File: src/rtl/capture_reader_pkg.sv
// -----------------------------------------------------------------------------
// capture_reader_pkg
//   Shared definitions for the ADC capture double-buffer reader.
//   - Default bank geometry shared with the capture driver.
//   - Reader FSM state encoding.
// -----------------------------------------------------------------------------
package capture_reader_pkg;

    // Default bank geometry, kept in step with the capture driver.
    localparam int DEPTH_DEF  = 11;
    localparam int DATA_W_DEF = 8;

    // Reader FSM states.
    typedef enum logic [2:0] {
        IDLE  = 3'd0,
        ARM   = 3'd1,
        LOAD  = 3'd2,
        READ  = 3'd3,
        FLUSH = 3'd4
    } state_t;

endpackage

File: src/rtl/capture_reader_sync_fifo2.sv
// -----------------------------------------------------------------------------
// sync_fifo2
//   Two-entry synchronous FIFO. It absorbs the one-cycle RAM read latency so
//   the reader can stream one sample per cycle under downstream backpressure.
//   The caller guarantees that it never pushes when full and never pops when
//   empty.
//
// Ports
//   i_clk    in   clock
//   i_rst_n  in   synchronous active-low reset (empties the FIFO)
//   i_push   in   write i_data
//   i_data   in   W   entry to write
//   i_pop    in   discard the head entry
//   o_data   out  W   head entry (valid when o_count != 0)
//   o_count  out  2   number of stored entries (0..2)
// -----------------------------------------------------------------------------
module sync_fifo2 #(
    parameter int W = 9
) (
    input  logic         i_clk,
    input  logic         i_rst_n,
    input  logic         i_push,
    input  logic [W-1:0] i_data,
    input  logic         i_pop,
    output logic [W-1:0] o_data,
    output logic [1:0]   o_count
);

    logic [W-1:0] r_mem [2];
    logic         r_wr_ptr;
    logic         r_rd_ptr;
    logic [1:0]   r_count;

    always_ff @(posedge i_clk) begin
        if (!i_rst_n) begin
            r_mem[0] <= '0;
            r_mem[1] <= '0;
            r_wr_ptr <= 1'b0;
            r_rd_ptr <= 1'b0;
            r_count  <= 2'd0;
        end else begin
            if (i_push) begin
                r_mem[r_wr_ptr] <= i_data;
                r_wr_ptr        <= ~r_wr_ptr;
            end
            if (i_pop) begin
                r_rd_ptr <= ~r_rd_ptr;
            end
            case ({i_push, i_pop})
                2'b10:   r_count <= r_count + 2'd1;
                2'b01:   r_count <= r_count - 2'd1;
                default: r_count <= r_count;
            endcase
        end
    end

    assign o_data  = r_mem[r_rd_ptr];
    assign o_count = r_count;

endmodule

File: src/rtl/capture_reader.sv
// -----------------------------------------------------------------------------
// capture_reader
//   Consumer end of the ADC capture double-buffer. On a host start request it
//   arms the bank-swap handshake with the capture driver, latches the frozen
//   bank and the trigger address, then reads the whole 2^DEPTH-sample bank in
//   circular order starting PRETRIG samples before the trigger and streams it
//   downstream over valid/ready at one sample per cycle.
//
// Ports
//   clk         in   system clock
//   rst_n       in   synchronous active-low reset
//   start       in   one-cycle frame request, ignored unless idle
//   busy        out  high from accepted start until the frame completes
//   frame_done  out  one-cycle pulse after the last sample is accepted
//   ready       out  to capture driver: bank swap will be accepted
//   valid       in   from capture driver: a filled bank is available
//   bank_sel    in   capture driver's current write bank
//   trig_addr   in   DEPTH   trigger address published by the capture driver
//   rd_bank     out  RAM bank select for the reads
//   rd_addr     out  DEPTH   RAM read address
//   rd_en       out  RAM read strobe (data returns the following cycle)
//   rd_data     in   DATA_W  RAM read data
//   out_data    out  DATA_W  sample to downstream
//   out_valid   out  out_data valid
//   out_ready   in   downstream accepts
//   out_last    out  final sample of the frame, qualified by out_valid
// -----------------------------------------------------------------------------
module capture_reader
    import capture_reader_pkg::*;
#(
    parameter int DEPTH   = DEPTH_DEF,
    parameter int DATA_W  = DATA_W_DEF,
    parameter int PRETRIG = 2 ** (DEPTH - 1)
) (
    input  logic              clk,
    input  logic              rst_n,
    input  logic              start,
    output logic              busy,
    output logic              frame_done,
    output logic              ready,
    input  logic              valid,
    input  logic              bank_sel,
    input  logic [DEPTH-1:0]  trig_addr,
    output logic              rd_bank,
    output logic [DEPTH-1:0]  rd_addr,
    output logic              rd_en,
    input  logic [DATA_W-1:0] rd_data,
    output logic [DATA_W-1:0] out_data,
    output logic              out_valid,
    input  logic              out_ready,
    output logic              out_last
);

    localparam logic [DEPTH-1:0] PRE_OFS  = DEPTH'(PRETRIG);
    localparam logic [DEPTH:0]   LAST_CNT = {1'b0, {DEPTH{1'b1}}};
    localparam logic [DEPTH:0]   CNT_ONE  = {{DEPTH{1'b0}}, 1'b1};

    // First address of the frame; the DEPTH-bit subtraction gives the
    // modulo-2^DEPTH wrap for free.
    function automatic logic [DEPTH-1:0] f_start_addr(input logic [DEPTH-1:0] trig);
        return trig - PRE_OFS;
    endfunction

    state_t            r_state;
    state_t            w_state_nxt;
    logic              r_rd_bank;
    logic [DEPTH-1:0]  r_start_addr;
    logic [DEPTH:0]    r_cnt;          // reads issued this frame, 0..2^DEPTH
    logic              r_rd_q;         // read issued last cycle: rd_data is live
    logic              r_rd_last_q;    // that read was the final one of the frame
    logic              r_frame_done;

    logic              w_pop;
    logic              w_rd_en;
    logic              w_last_rd;
    logic              w_last_pop;
    logic [1:0]        w_fifo_cnt;
    logic [DATA_W:0]   w_fifo_dout;
    logic [2:0]        w_occupancy;

    // Occupancy after this edge if nothing new is issued: stored entries plus
    // the read in flight minus the one leaving. Issue only while that leaves
    // room for one more, so FIFO plus in-flight never exceeds two.
    assign w_pop       = out_valid & out_ready;
    assign w_occupancy = {1'b0, w_fifo_cnt} + {2'b00, r_rd_q} - {2'b00, w_pop};
    assign w_rd_en     = (r_state == READ) && !r_cnt[DEPTH] && (w_occupancy <= 3'd1);
    assign w_last_rd   = w_rd_en && (r_cnt == LAST_CNT);
    assign w_last_pop  = w_pop && w_fifo_dout[DATA_W];

    always_comb begin
        w_state_nxt = r_state;
        case (r_state)
            IDLE:    if (start)      w_state_nxt = ARM;
            ARM:     if (valid)      w_state_nxt = LOAD;
            LOAD:                    w_state_nxt = READ;
            READ:    if (w_last_rd)  w_state_nxt = FLUSH;
            FLUSH:   if (w_last_pop) w_state_nxt = IDLE;
            default:                 w_state_nxt = IDLE;
        endcase
    end

    always_ff @(posedge clk) begin
        if (!rst_n) begin
            r_state      <= IDLE;
            r_rd_bank    <= 1'b0;
            r_start_addr <= '0;
            r_cnt        <= '0;
            r_rd_q       <= 1'b0;
            r_rd_last_q  <= 1'b0;
            r_frame_done <= 1'b0;
        end else begin
            r_state      <= w_state_nxt;
            r_rd_q       <= w_rd_en;
            r_rd_last_q  <= w_last_rd;
            r_frame_done <= (r_state == FLUSH) && w_last_pop;
            // The driver toggles bank_sel on this same edge, so the value
            // seen here is the bank it has just finished filling.
            if ((r_state == ARM) && valid) begin
                r_rd_bank <= bank_sel;
            end
            // trig_addr is published on the handshake edge, hence sampled
            // one cycle later in LOAD.
            if (r_state == LOAD) begin
                r_start_addr <= f_start_addr(trig_addr);
                r_cnt        <= '0;
            end else if (w_rd_en) begin
                r_cnt <= r_cnt + CNT_ONE;
            end
        end
    end

    sync_fifo2 #(
        .W(DATA_W + 1)
    ) u_fifo (
        .i_clk   (clk),
        .i_rst_n (rst_n),
        .i_push  (r_rd_q),
        .i_data  ({r_rd_last_q, rd_data}),
        .i_pop   (w_pop),
        .o_data  (w_fifo_dout),
        .o_count (w_fifo_cnt)
    );

    assign ready      = (r_state == ARM);
    assign busy       = (r_state != IDLE);
    assign frame_done = r_frame_done;
    assign rd_bank    = r_rd_bank;
    assign rd_addr    = r_start_addr + r_cnt[DEPTH-1:0];
    assign rd_en      = w_rd_en;
    assign out_valid  = (w_fifo_cnt != 2'd0);
    assign out_data   = w_fifo_dout[DATA_W-1:0];
    assign out_last   = out_valid & w_fifo_dout[DATA_W];

endmodule

File: config.mk
export PLATFORM = sky130hd
export DESIGN_NAME = capture_reader
export DESIGN_NICKNAME = d
export VERILOG_FILES = /design/src/rtl/capture_reader_pkg.sv /design/src/rtl/capture_reader_sync_fifo2.sv /design/src/rtl/capture_reader.sv
export SDC_FILE = /design/constraint.sdc
export NUM_CORES = 1
export LEC_CHECK = 0
export BUFFER_PORTS_ARGS = -buffer_cell sky130_fd_sc_hd__buf_2
export CAP_MARGIN = 20
export CELL_PAD_IN_SITES_DETAIL_PLACEMENT = 0
export CELL_PAD_IN_SITES_GLOBAL_PLACEMENT = 1
export CORE_MARGIN = 2
export CORE_UTILIZATION = 30
export DETAILED_ROUTE_END_ITERATION = 6
export PLACE_DENSITY_LB_ADDON = 0.25
export SLEW_MARGIN = 30
export SYNTH_ARGS = -nofsm -noshare
export SYNTH_HDL_FRONTEND = slang
export SYNTH_SLANG_ARGS = --single-unit
File: constraint.sdc
create_clock -name clk -period 3.6 [get_ports clk]
set_clock_uncertainty 0.05 [all_clocks]
set_input_delay 0.54 -clock clk [delete_from_list [all_inputs] [get_ports clk]]
set_output_delay 0.54 -clock clk [all_outputs]
set_load 0.005 [all_outputs]
==> metrics.md, run 1 <==
| Metric | Value |
|---|---|
| Status | `completed` |
| Slew Viols, Final | `0` |
| Fin crit share | `0.936` |
| Site Rows | `35` |
| Total GRT Usage | `0.121` |
| Number of distinct library cells after synthesis | `47` |
| Hold Crit Class | `in -> reg` |
| Syn Inst Count | `287` |
| 1st-iter DRT viols | `31` |
| Clock sinks | `53` |
| Pin count of the biggest net entering global routing | `30` |
| Number of synthesized flops with an enable pin | `18` |
| Dpl ws | `0.316 ns` |
| Worst Setup End Kind | `output port` |
| Synthesized flop and latch total | `53` |
| Commonest cells post-synth | `dfxtp_1, nand2_1, and2_1` |
| FF-to-FF path depth | `10` |
| Initial antenna violation count | `0` |
| Routed WL | `6010 um` |
| PD cells | `393 nW/um^2` |
| Max stage delay on crit path | `0.50 ns` |
| Ys async rst share | `0` |
| Worst Setup Start Kind | `flop` |
| Cts hold-fix bufs | `0` |
| Synth warnings | `0` |
| WHS | `0.425 ns` |
| Detail Placement HPWL | `4430 um` |
| First-pass GRT wire length | `9580 um` |
| Final hold vios | `0` |
| Mapped Area | `2790 um^2` |
| Die W | `100 um` |
| GP Congestion | `0.761` |
| WP data required | `3.01 ns` |
| Root Buffer | `clkbuf_8` |
| Setup TNS | `0 ns` |
| Critical path's most frequent cell | `inv_1` |
| Fillers | `945` |
| Placeable Area | `9150 um^2` |
| Worst-Margin Slew | `0.593 ns` |
| CTS buffer count | `5` |
| Crit-path max FO | `8` |
| Crit path time final | `3.37 ns` |
| Final worst slack | `0.229 ns` |
| Layout cell share with drive strength beyond 1 | `0.232` |
| Kind of critical path | `reg -> out` |
| Vias/cell | `4.68` |
| Reg clk slew, reported paths | `0.11 ns` |
| Die extent in y | `100 um` |
| # port buffers | `50` |
| First drt pass iteration count | `4` |
| Fmax achieved | `297 MHz` |
| Tot Pwr | `1.27 mW` |
| Crit-path cells | `inv_1, nor2_1, or2_2, ha_1, inv_1, fa_1, nand3b_1, or3_2, inv_1, buf_2` |
| Sequential fraction of the synthesis area | `0.445` |
| Ranking of synthesized cells by area | `dfxtp_1, edfxtp_1, and2_1` |
| Die area | `10100 um^2` |
| Hold Crit Depth | `3` |
| Antenna diodes | `0` |
| Ys flop type | `dfxtp_1` |
| Dpl cell area | `3110 um^2` |
| Largest area contributor in the netlist | `dfxtp_1` |
| Most common cell in the netlist | `dfxtp_1` |
| Final instance area | `3220 um^2` |
| Vias in the first global route | `2020` |
| Maxcap violations | `0` |
| Syn avg cell area | `9.73 um^2` |
| Top-area cell type share of the netlist area | `0.251` |
| Crit path DAT | `2.78 ns` |
| H-tree depth | `2` |
| LEAKAGE | `1.39 nW` |
| Critical path's slowest cell | `or3_2` |
| Clk Latency, worst-skew pair | `0.31 ns` |
| DRT antenna net count | `0` |
| Nets | `370` |
| Slew Limit Headroom | `0.603` |
| Longest Clk Path Bufs | `2` |
| Synthesized Nets | `326` |
| # DRC | `0` |
| Io pins | `51` |
| Max VDD drop | `0.155 mV` |
| Grt total ovfl | `0` |
| Vias | `2075` |
| Final setup vio count | `0` |
| Area Growth Syn to Fin | `15.5%` |
| Initial core utilization | `0.305` |
| CTS tree | `done` |
| Unrepaired setup endpoints after global routing | `no` |
| Post-DR wirelength/cell | `13.6 um` |
==> sequential cells by signal (all words and copies together) (netlist names), named ones only <==
name	cells
frame_done	1
r_cnt	12
r_rd_last_q	1
r_rd_q	1
r_start_addr	11
r_state	3
rd_bank	1
u_fifo.o_count	2
u_fifo.r_mem	18
u_fifo.r_rd_ptr	1
u_fifo.r_wr_ptr	1
==> stage by stage <==
| step | instances | util |
|---|---|---|
| finish | 443 | 0.352 |
| global route | 443 | 0.352 |
| CTS | 443 | 0.352 |
| detailed placement | 435 | 0.340 |
| global placement | 435 | 0.340 |
| floorplan | 287 | - |
==> where the power goes <==
group | total (mW) | internal (mW) | switching, mW
registers | 0.673 | 0.646 | 0.0269
clock network | 0.416 | 0.209 | 0.207
logic | 0.178 | 0.0816 | 0.0967
==> cells by family (layout without fill, tap and decap cells) <==
| family | count (synthesis) | count (layout) | share of synthesized area |
|---|---|---|---|
| mux | 13 | 13 | 0.0507 |
| buf+inv | 27 | 72 | 0.0457 |
| compound gates | 41 | 41 | 0.101 |
| fa+ha+maj | 14 | 14 | 0.0681 |
| xor+xnor | 21 | 21 | 0.0659 |
| simple gates | 118 | 118 | 0.224 |
| flops | 53 | 53 | 0.445 |
==> worst max-delay path, delay by kind of cell, from the launching register on <==
family        cells  cell delay, ns
fa+ha+maj         2            0.63
buf+inv           4            0.46
flops             1            0.43
simple gates      4            0.96
==> final timing paths <==
| path | end | slack (ns) | startpoint |
|---|---|---|---|
| hold / removal | r_start_addr[5] | 0.42 | trig_addr[5] |
| setup / recovery | rd_en | 0.23 | u_fifo.o_count[1] |
| hold reg to reg | r_start_addr[5] | 0.42 | r_start_addr[5] |
| setup reg to reg | r_cnt[7] | 0.80 | u_fifo.o_count[1] |
==> per-layer routing <==
layer  global-route usage  wire (um)
met1                0.151       2750
met2                0.211       2970
met3               0.0270        247
met4               0.0316         49
met5                    0          0
==> cells in the final DEF, fill, tap and decap left out, drive strengths merged, types with 4 or more instances in the layout <==
| cell | count |
|---|---|
| a21oi | 7 |
| buf | 51 |
| edfxtp | 18 |
| inv | 14 |
| and2 | 26 |
| dfxtp | 35 |
| clkbuf | 5 |
| a21boi | 10 |
| or3 | 5 |
| ha | 12 |
| nor2 | 25 |
| xnor2 | 16 |
| mux2i | 4 |
| nand3 | 7 |
| and3 | 4 |
| nand2 | 32 |
| nor2b | 4 |
| xor2 | 5 |
| o21ai | 8 |
| mux2 | 9 |
==> area by class of cell <==
type	instances	area, um^2	share of cell area
Multi-Input combinational cell	207	1420	0.441
Sequential cell	53	1240	0.385
Timing Repair Buffer	51	258	0.0800
Tap cell	111	139	0.0431
Clock buffer	5	68.8	0.0214
Inverter	13	48.8	0.0151
Clock inverter	3	43.8	0.0136
==> what timing repair did <==
| item | CTS | global route |
|---|---|---|
| setup endpoints to repair | 0 | 1 |
| setup buffers | 0 | 0 |
| gates resized for setup | 0 | 1 |
Power figures use the tool's default switching activity.
==> inputs of run 2 (changes only) <==
--- a/config.mk
+++ b/config.mk
@@ -7,8 +7,6 @@
 export LEC_CHECK = 0
 export BUFFER_PORTS_ARGS = -buffer_cell sky130_fd_sc_hd__buf_2
 export CAP_MARGIN = 20
-export CELL_PAD_IN_SITES_DETAIL_PLACEMENT = 0
-export CELL_PAD_IN_SITES_GLOBAL_PLACEMENT = 1
 export CORE_MARGIN = 2
 export CORE_UTILIZATION = 30
 export DETAILED_ROUTE_END_ITERATION = 6
==> constraint.sdc (replaced) <==
create_clock -name clk -period 3.6 [get_ports clk]
set_clock_uncertainty 0.05 [all_clocks]
set_input_delay 0.54 -clock clk [delete_from_list [all_inputs] [get_ports clk]]
set_output_delay 0.54 -clock clk [all_outputs]
set_load 0.1 [all_outputs]
==> run 2 against run 1 <==
Effect of this change: total power rose by 9.1%; clock power fell by 21%; sequential share of layout area barely moved; critical path type unchanged; critical endpoint unchanged; largest power group unchanged.
==> metrics.md, run 2 (synthesis results as in run 1) <==
| Metric | Value |
|---|---|
| Hold Crit Class | `reg -> reg` |
| Fin crit share | `0.959 (+0.0222)` |
| Grt total ovfl | `0 (unchanged)` |
| Register area | `1240 um^2 (unchanged)` |
| Cts hold-fix bufs | `0 (unchanged)` |
| Detail Placement HPWL | `4270 um (-3.8%)` |
| Status | `completed` |
| DRT antenna net count | `0 (unchanged)` |
| Area of the multi-input gates | `1430 um^2 (+0.53%)` |
| Crit path DAT | `2.86 ns (+0.08 ns)` |
| Nets | `370 (unchanged)` |
| Largest Register | `u_fifo.r_mem` |
| Pin count of the biggest net entering global routing | `30 (unchanged)` |
| Die extent in y | `100 um (unchanged)` |
| Unrepaired setup endpoints after global routing | `no` |
| Kind of critical path | `reg -> out` |
| Reg-to-Reg End | `r_cnt[2]` |
| Initial antenna violation count | `0 (unchanged)` |
| Maxcap violations | `0 (unchanged)` |
| Initial core utilization | `0.305 (unchanged)` |
| LEAKAGE | `1.39 nW (-0.17%)` |
| Switch share | `0.373 (+0.112)` |
| Root Buffer | `clkbuf_8` |
| Seq pwr share | `0.486 (-0.045)` |
| Area Growth Syn to Fin | `15.3%` |
| Vias/cell | `4.71 (+0.53%)` |
| Max reg flops | `18 (unchanged)` |
| Clk pwr share | `0.238 (-0.090)` |
| PD cells | `430 nW/um^2 (+9.2%)` |
| Reg clk slew, reported paths | `0.10 ns (about the same)` |
| Max VDD drop | `0.139 mV (-10%)` |
| Commonest cells after routing, fill and taps aside | `buf_2, dfxtp_1, nand2_1, and2_1, nor2_1` |
| Total GRT Usage | `0.119 (-0.00237)` |
| Fillers | `931 (-1.5%)` |
| # DRC | `0 (unchanged)` |
| WP data required | `3.01 ns (about the same)` |
| Top flop regs | `u_fifo.r_mem: 18 flops, r_cnt: 12 flops, r_start_addr: 11 flops` |
| Slew Limit Headroom | `0.631 (+0.0281)` |
| WHS Endpoint | `r_start_addr[3]` |
| Final setup vio count | `0 (unchanged)` |
| Die W | `100 um (unchanged)` |
| Vias in the first global route | `2051 (+1.5%)` |
| Fmax achieved | `290 MHz (-2.3%)` |
| Longest Clk Path Bufs | `2 (unchanged)` |
| Vias | `2086 (+0.53%)` |
| Routed WL | `5750 um (-4.3%)` |
| Final core utilization | `0.352 (-0.000410)` |
| Site Rows | `35 (unchanged)` |
| Worst hold start | `r_start_addr[3]` |
| Hold Crit Depth | `2 (-1)` |
| Post-DR wirelength/cell | `13.0 um (-4.3%)` |
| First drt pass iteration count | `4 (unchanged)` |
| 1st-iter DRT viols | `59 (+90%)` |
| Final hold vios | `0 (unchanged)` |
| CTS buffer count | `5 (unchanged)` |
| Setup TNS | `0 ns (unchanged)` |
| Layout cell share with drive strength beyond 1 | `0.232 (unchanged)` |
| Clock sinks | `53 (unchanged)` |
| GP Congestion | `0.748 (-1.7%)` |
| First-pass GRT wire length | `9540 um (-0.51%)` |
| Int Pwr | `0.867 mW (-7.5%)` |
| R2R Setup Slk | `0.80 ns (about the same)` |
| H-tree depth | `2 (unchanged)` |
| Crit path time final | `3.45 ns (+0.0798 ns)` |
| Antenna diodes | `0 (unchanged)` |
| Reg2reg start | `u_fifo.o_count[1]` |
| Placeable Area | `9150 um^2 (unchanged)` |
| Crit-path max FO | `8 (unchanged)` |
| Most common cell after layout, fill and taps aside | `buf_2` |
| FF-to-FF path depth | `12 (+2)` |
| Combinational share of power | `0.276 (+0.135)` |
| CTS tree | `done` |
| Psw | `0.516 mW (+56%)` |
| Worst-Margin Slew | `0.551 ns (-0.0421 ns)` |
| Clk Latency, worst-skew pair | `0.30 ns (about the same)` |
| Worst Setup Start Kind | `flop` |
| Die area | `10100 um^2 (unchanged)` |
| Slew Viols, Final | `0 (unchanged)` |
| # port buffers | `50 (unchanged)` |
| Worst Setup End Kind | `output port` |
| Io pins | `51 (unchanged)` |
[run 2: metal layers]
| metal | routed length, um | GRT usage | vias up |
|---|---|---|---|
| li1 | - | - | 1071 |
| met1 | 2690 | 0.148 | 978 |
| met2 | 2870 | 0.211 | 35 |
| met3 | 170 | 0.0277 | 2 |
| met4 | 18 | 0.0200 | 0 |
| met5 | 0 | 0 | - |
[run 2: what timing repair did]
item | 4_1_cts | 5_1_grt
gates resized for setup | 0 | 1
buffers inserted | 0 | 0
endpoints found under the setup margin | 0 | 1
[run 2: power by group through the flow]
stage               clock network (mW)  logic (mW)  registers (mW)
CTS                              0.347       0.386           0.673
finish                           0.329       0.382           0.673
global route                     0.373       0.407           0.678
global placement                     0       0.382           0.686
detailed placement                   0       0.385           0.687
floorplan                            0       0.320           0.684
[run 2: how the worst max path moves through the flow]
stage / start / end / slack (ns) / cells past startpoint
finish: u_fifo.o_count[1] / rd_en / 0.15 / 10
floorplan: r_cnt[0] / rd_addr[6] / 0.02 / 7
CTS: u_fifo.o_count[1] / rd_en / 0.03 / 10
global placement: out_ready / rd_en / 0.30 / 11
detailed placement: out_ready / rd_en / 0.24 / 11
global route: u_fifo.o_count[1] / rd_en / 0.01 / 10
[run 2: layout make-up]
class / instances / share of cell area
multi-input cells: 207 / 0.444
flip-flops and latches: 53 / 0.386
repair buffers: 51 / 0.0847
well taps: 111 / 0.0431
clock buffers: 5 / 0.0214
inverters: 13 / 0.0152
clock inverters: 3 / 0.00544
[run 2: per-stage QoR]
| stage | setup WS (ns) | hold slack (ns) | power [mW] | cell area [um^2] | cells |
|---|---|---|---|---|---|
| 2_1_floorplan | 0.0174 | 0.381 | 1.00 | 2800 | 287 |
| 3_3_place_gp | 0.302 | 0.406 | 1.07 | 3130 | 435 |
| 3_5_place_dp | 0.242 | 0.405 | 1.07 | 3130 | 435 |
| 4_1_cts | 0.0324 | 0.419 | 1.41 | 3220 | 443 |
| 5_1_grt | 0.0125 | 0.420 | 1.46 | 3220 | 443 |
| 6_report | 0.149 | 0.423 | 1.38 | 3220 | 443 |
[run 2: worst max-delay path, cell delays in order (launching register included)]
cell and delay (ns):
dfxtp_2 0.44, inv_1 0.06, nor2_1 0.17, or2_2 0.16, ha_1 0.14, inv_1 0.05
fa_1 0.48, nand3b_1 0.12, or3_2 0.51, inv_1 0.21, buf_12 0.21
==> inputs of run 3 (changes only) <==
--- a/config.mk
+++ b/config.mk
@@ -9,6 +9,7 @@
 export CAP_MARGIN = 20
 export CORE_MARGIN = 2
 export CORE_UTILIZATION = 30
+export CTS_BUF_LIST = sky130_fd_sc_hd__clkbuf_4
 export DETAILED_ROUTE_END_ITERATION = 6
 export PLACE_DENSITY_LB_ADDON = 0.25
 export SLEW_MARGIN = 30
==> run 3 against run 2 <==
Effect of this change: worst setup slack got worse by 0.0094 ns; fmax decreased by 0.27%; sequential share of layout area rose by 0.29 points; clock power fell by 20%; non-clock buffer count unchanged; die area is the same; count of clock-buffer cells in the layout is the same; via count is 0.86% higher; global-route usage is essentially flat; flip-flop and latch count unchanged; final cell count unchanged; critical path depth unchanged; critical path type unchanged; largest power group unchanged; highest routed layer unchanged.
==> metrics.md, run 3 (synthesis results as in run 1) <==
| Metric | Value |
|---|---|
| Status | `completed` |
| Placeable Area | `9150 um^2 (unchanged)` |
| Slew Viols, Final | `0 (unchanged)` |
| Reg2reg start | `u_fifo.o_count[1]` |
| CTS buffer count | `5 (unchanged)` |
| Worst Setup Start Kind | `flop` |
| Critical path's most frequent cell | `inv_1` |
| Crit path time final | `3.46 ns (+0.00937 ns)` |
| Area Growth Syn to Fin | `14.5%` |
| First drt pass iteration count | `4 (unchanged)` |
| Seq pwr share | `0.510 (+0.024)` |
| Post-CTS Setup Inserts | `0 (unchanged)` |
| Top flop regs | `u_fifo.r_mem: 18 flops, r_cnt: 12 flops, r_start_addr: 11 flops` |
| Reg-to-Reg End | `r_cnt[7]` |
| Critical path's slowest cell | `or3_2` |
| Clk pwr share | `0.199 (-0.039)` |
| Slew Limit Headroom | `0.624 (-0.00711)` |
| FF-to-FF path depth | `10 (-2)` |
| Reg clk slew, reported paths | `0.16 ns (+0.06 ns)` |
| Initial core utilization | `0.305 (unchanged)` |
| R2R Setup Slk | `0.78 ns (-0.02 ns)` |
| Crit path DAT | `2.87 ns (about the same)` |
| Vias in the first global route | `2061 (+0.49%)` |
| Post-cts sizing count | `1 (+1)` |
| # DRC | `0 (unchanged)` |
| # port buffers | `50 (unchanged)` |
| First-pass GRT wire length | `9520 um (-0.21%)` |
| Final core utilization | `0.349 (-0.00260)` |
| Largest Register | `u_fifo.r_mem` |
| WP data required | `3.01 ns (about the same)` |
| Total GRT Usage | `0.118 (-0.000292)` |
| Kind of critical path | `reg -> out` |
| Root Buffer | `clkbuf_4` |
| Post-DR wirelength/cell | `13.1 um (+0.63%)` |
| Hold Crit Class | `in -> reg` |
| Vias | `2104 (+0.86%)` |
| Combinational share of power | `0.291 (+0.015)` |
| Die area | `10100 um^2 (unchanged)` |
| Longest Clk Path Bufs | `2 (unchanged)` |
| Fmax achieved | `289 MHz (-0.27%)` |
| Vias/cell | `4.75 (+0.86%)` |
| Die extent in y | `100 um (unchanged)` |
| Max stage delay on crit path | `0.52 ns (about the same)` |
| Routed WL | `5790 um (+0.63%)` |
| Initial antenna violation count | `0 (unchanged)` |
| Launch point of the worst path | `u_fifo.o_count[1]` |
| GR Layer Usage met2 | `0.212 (+0.000516)` |
| Final instance area | `3200 um^2 (-0.74%)` |
| GP Congestion | `0.748 (unchanged)` |
| Commonest cells after routing, fill and taps aside | `buf_2, dfxtp_1, nand2_1, and2_1, nor2_1` |
| Detail Placement HPWL | `4270 um (unchanged)` |
| Site Rows | `35 (unchanged)` |
| LEAKAGE | `1.37 nW (-1.2%)` |
| Final hold vios | `0 (unchanged)` |
| Worst-Margin Slew | `0.561 ns (+0.0106 ns)` |
| H-tree depth | `2 (unchanged)` |
| Crit-path cells | `inv_1, nor2_1, or2_2, ha_1, inv_1, fa_1, nand3b_1, or3_2, inv_2, buf_12` |
| GR peak layer | `met2` |
| Worst setup endpoint | `rd_en` |
| Switch share | `0.388 (+0.0145)` |
| Max VDD drop | `0.142 mV (+1.6%)` |
| Setup TNS | `0 ns (unchanged)` |
| Int Pwr | `0.809 mW (-6.7%)` |
| Crit-path max FO | `8 (unchanged)` |
| 1st-iter DRT viols | `79 (+34%)` |
| DRT antenna net count | `0 (unchanged)` |
| CTS tree | `done` |
| Maxcap violations | `0 (unchanged)` |
| Final setup vio count | `0 (unchanged)` |
| Psw | `0.512 mW (-0.78%)` |
| Die W | `100 um (unchanged)` |
| Nets | `370 (unchanged)` |
| M3 GR Usage | `0.0236 (-0.00416)` |
| Final worst slack | `0.140 ns (-0.00937 ns)` |
| Unrepaired setup endpoints after global routing | `no` |
| PD cells | `413 nW/um^2 (-3.8%)` |
| Fillers | `933 (+0.21%)` |
| Worst Setup End Kind | `output port` |
| Antenna diodes | `0 (unchanged)` |
| Io pins | `51 (unchanged)` |
| Dpl ws | `0.242 ns (unchanged)` |
| Pin count of the biggest net entering global routing | `30 (unchanged)` |
| Clk Latency, worst-skew pair | `0.36 ns (+0.06 ns)` |
| Tot Pwr | `1.32 mW (-4.5%)` |
| GR Layer Usage met1 | `0.147 (-0.00130)` |
| Clock sinks | `53 (unchanged)` |
| Dpl cell area | `3130 um^2 (unchanged)` |
| Most common cell after layout, fill and taps aside | `buf_2` |
| Grt total ovfl | `0 (unchanged)` |
| Max reg flops | `18 (unchanged)` |
| Cts hold-fix bufs | `0 (unchanged)` |
| Layout cell share with drive strength beyond 1 | `0.235 (+0.00301)` |
| Fin crit share | `0.961 (+0.00260)` |
[run 3: routing by layer]
layer | vias to the layer above | part of all wire
met5 | - | 0
li1 | 1072 | -
met2 | 37 | 0.49
met1 | 990 | 0.46
met3 | 5 | 0.034
met4 | 0 | 0.0074
[run 3: how the worst min path moves through the flow]
stage	from	to	slack, ns	cells past startpoint
2_1_floorplan	r_cnt[11]	r_cnt[11]	0.38	2
3_3_place_gp	r_cnt[11]	r_cnt[11]	0.41	2
3_5_place_dp	r_cnt[11]	r_cnt[11]	0.40	2
4_1_cts	trig_addr[7]	r_start_addr[7]	0.34	3
5_1_grt	trig_addr[8]	r_start_addr[8]	0.34	3
6_report	trig_addr[9]	r_start_addr[9]	0.36	3
[run 3: critical path, delay by kind of cell (launching register included)]
family	cells	cell delay [ns]
adders and majority gates	2	0.62
buffers and inverters	4	0.45
DFF	1	0.46
and+or+nand+nor	4	0.97
[run 3: area by class of cell]
class | instances | area, um^2 | area share
clock inverter | 3 | 17.5 | 0.00548
sequential | 53 | 1240 | 0.389
tap | 111 | 139 | 0.0435
inverter | 13 | 48.8 | 0.0153
timing repair buffer | 51 | 280 | 0.0877
multi-input combinational | 207 | 1430 | 0.448
clock buffer | 5 | 37.5 | 0.0117
[run 3: power by group through the flow]
| stage | clock network, mW | logic (mW) | registers [mW] |
|---|---|---|---|
| 3_3_place_gp | 0 | 0.382 | 0.686 |
| 2_1_floorplan | 0 | 0.320 | 0.684 |
| 6_report | 0.262 | 0.385 | 0.674 |
| 3_5_place_dp | 0 | 0.385 | 0.687 |
| 4_1_cts | 0.279 | 0.386 | 0.674 |
| 5_1_grt | 0.300 | 0.409 | 0.679 |
[run 3: per-stage QoR]
| step | cells | hold WS, ns |
|---|---|---|
| after floorplan | 287 | 0.381 |
| final | 443 | 0.359 |
| after CTS | 443 | 0.339 |
| after detailed placement | 435 | 0.405 |
| after global placement | 435 | 0.406 |
| after global routing | 443 | 0.337 |
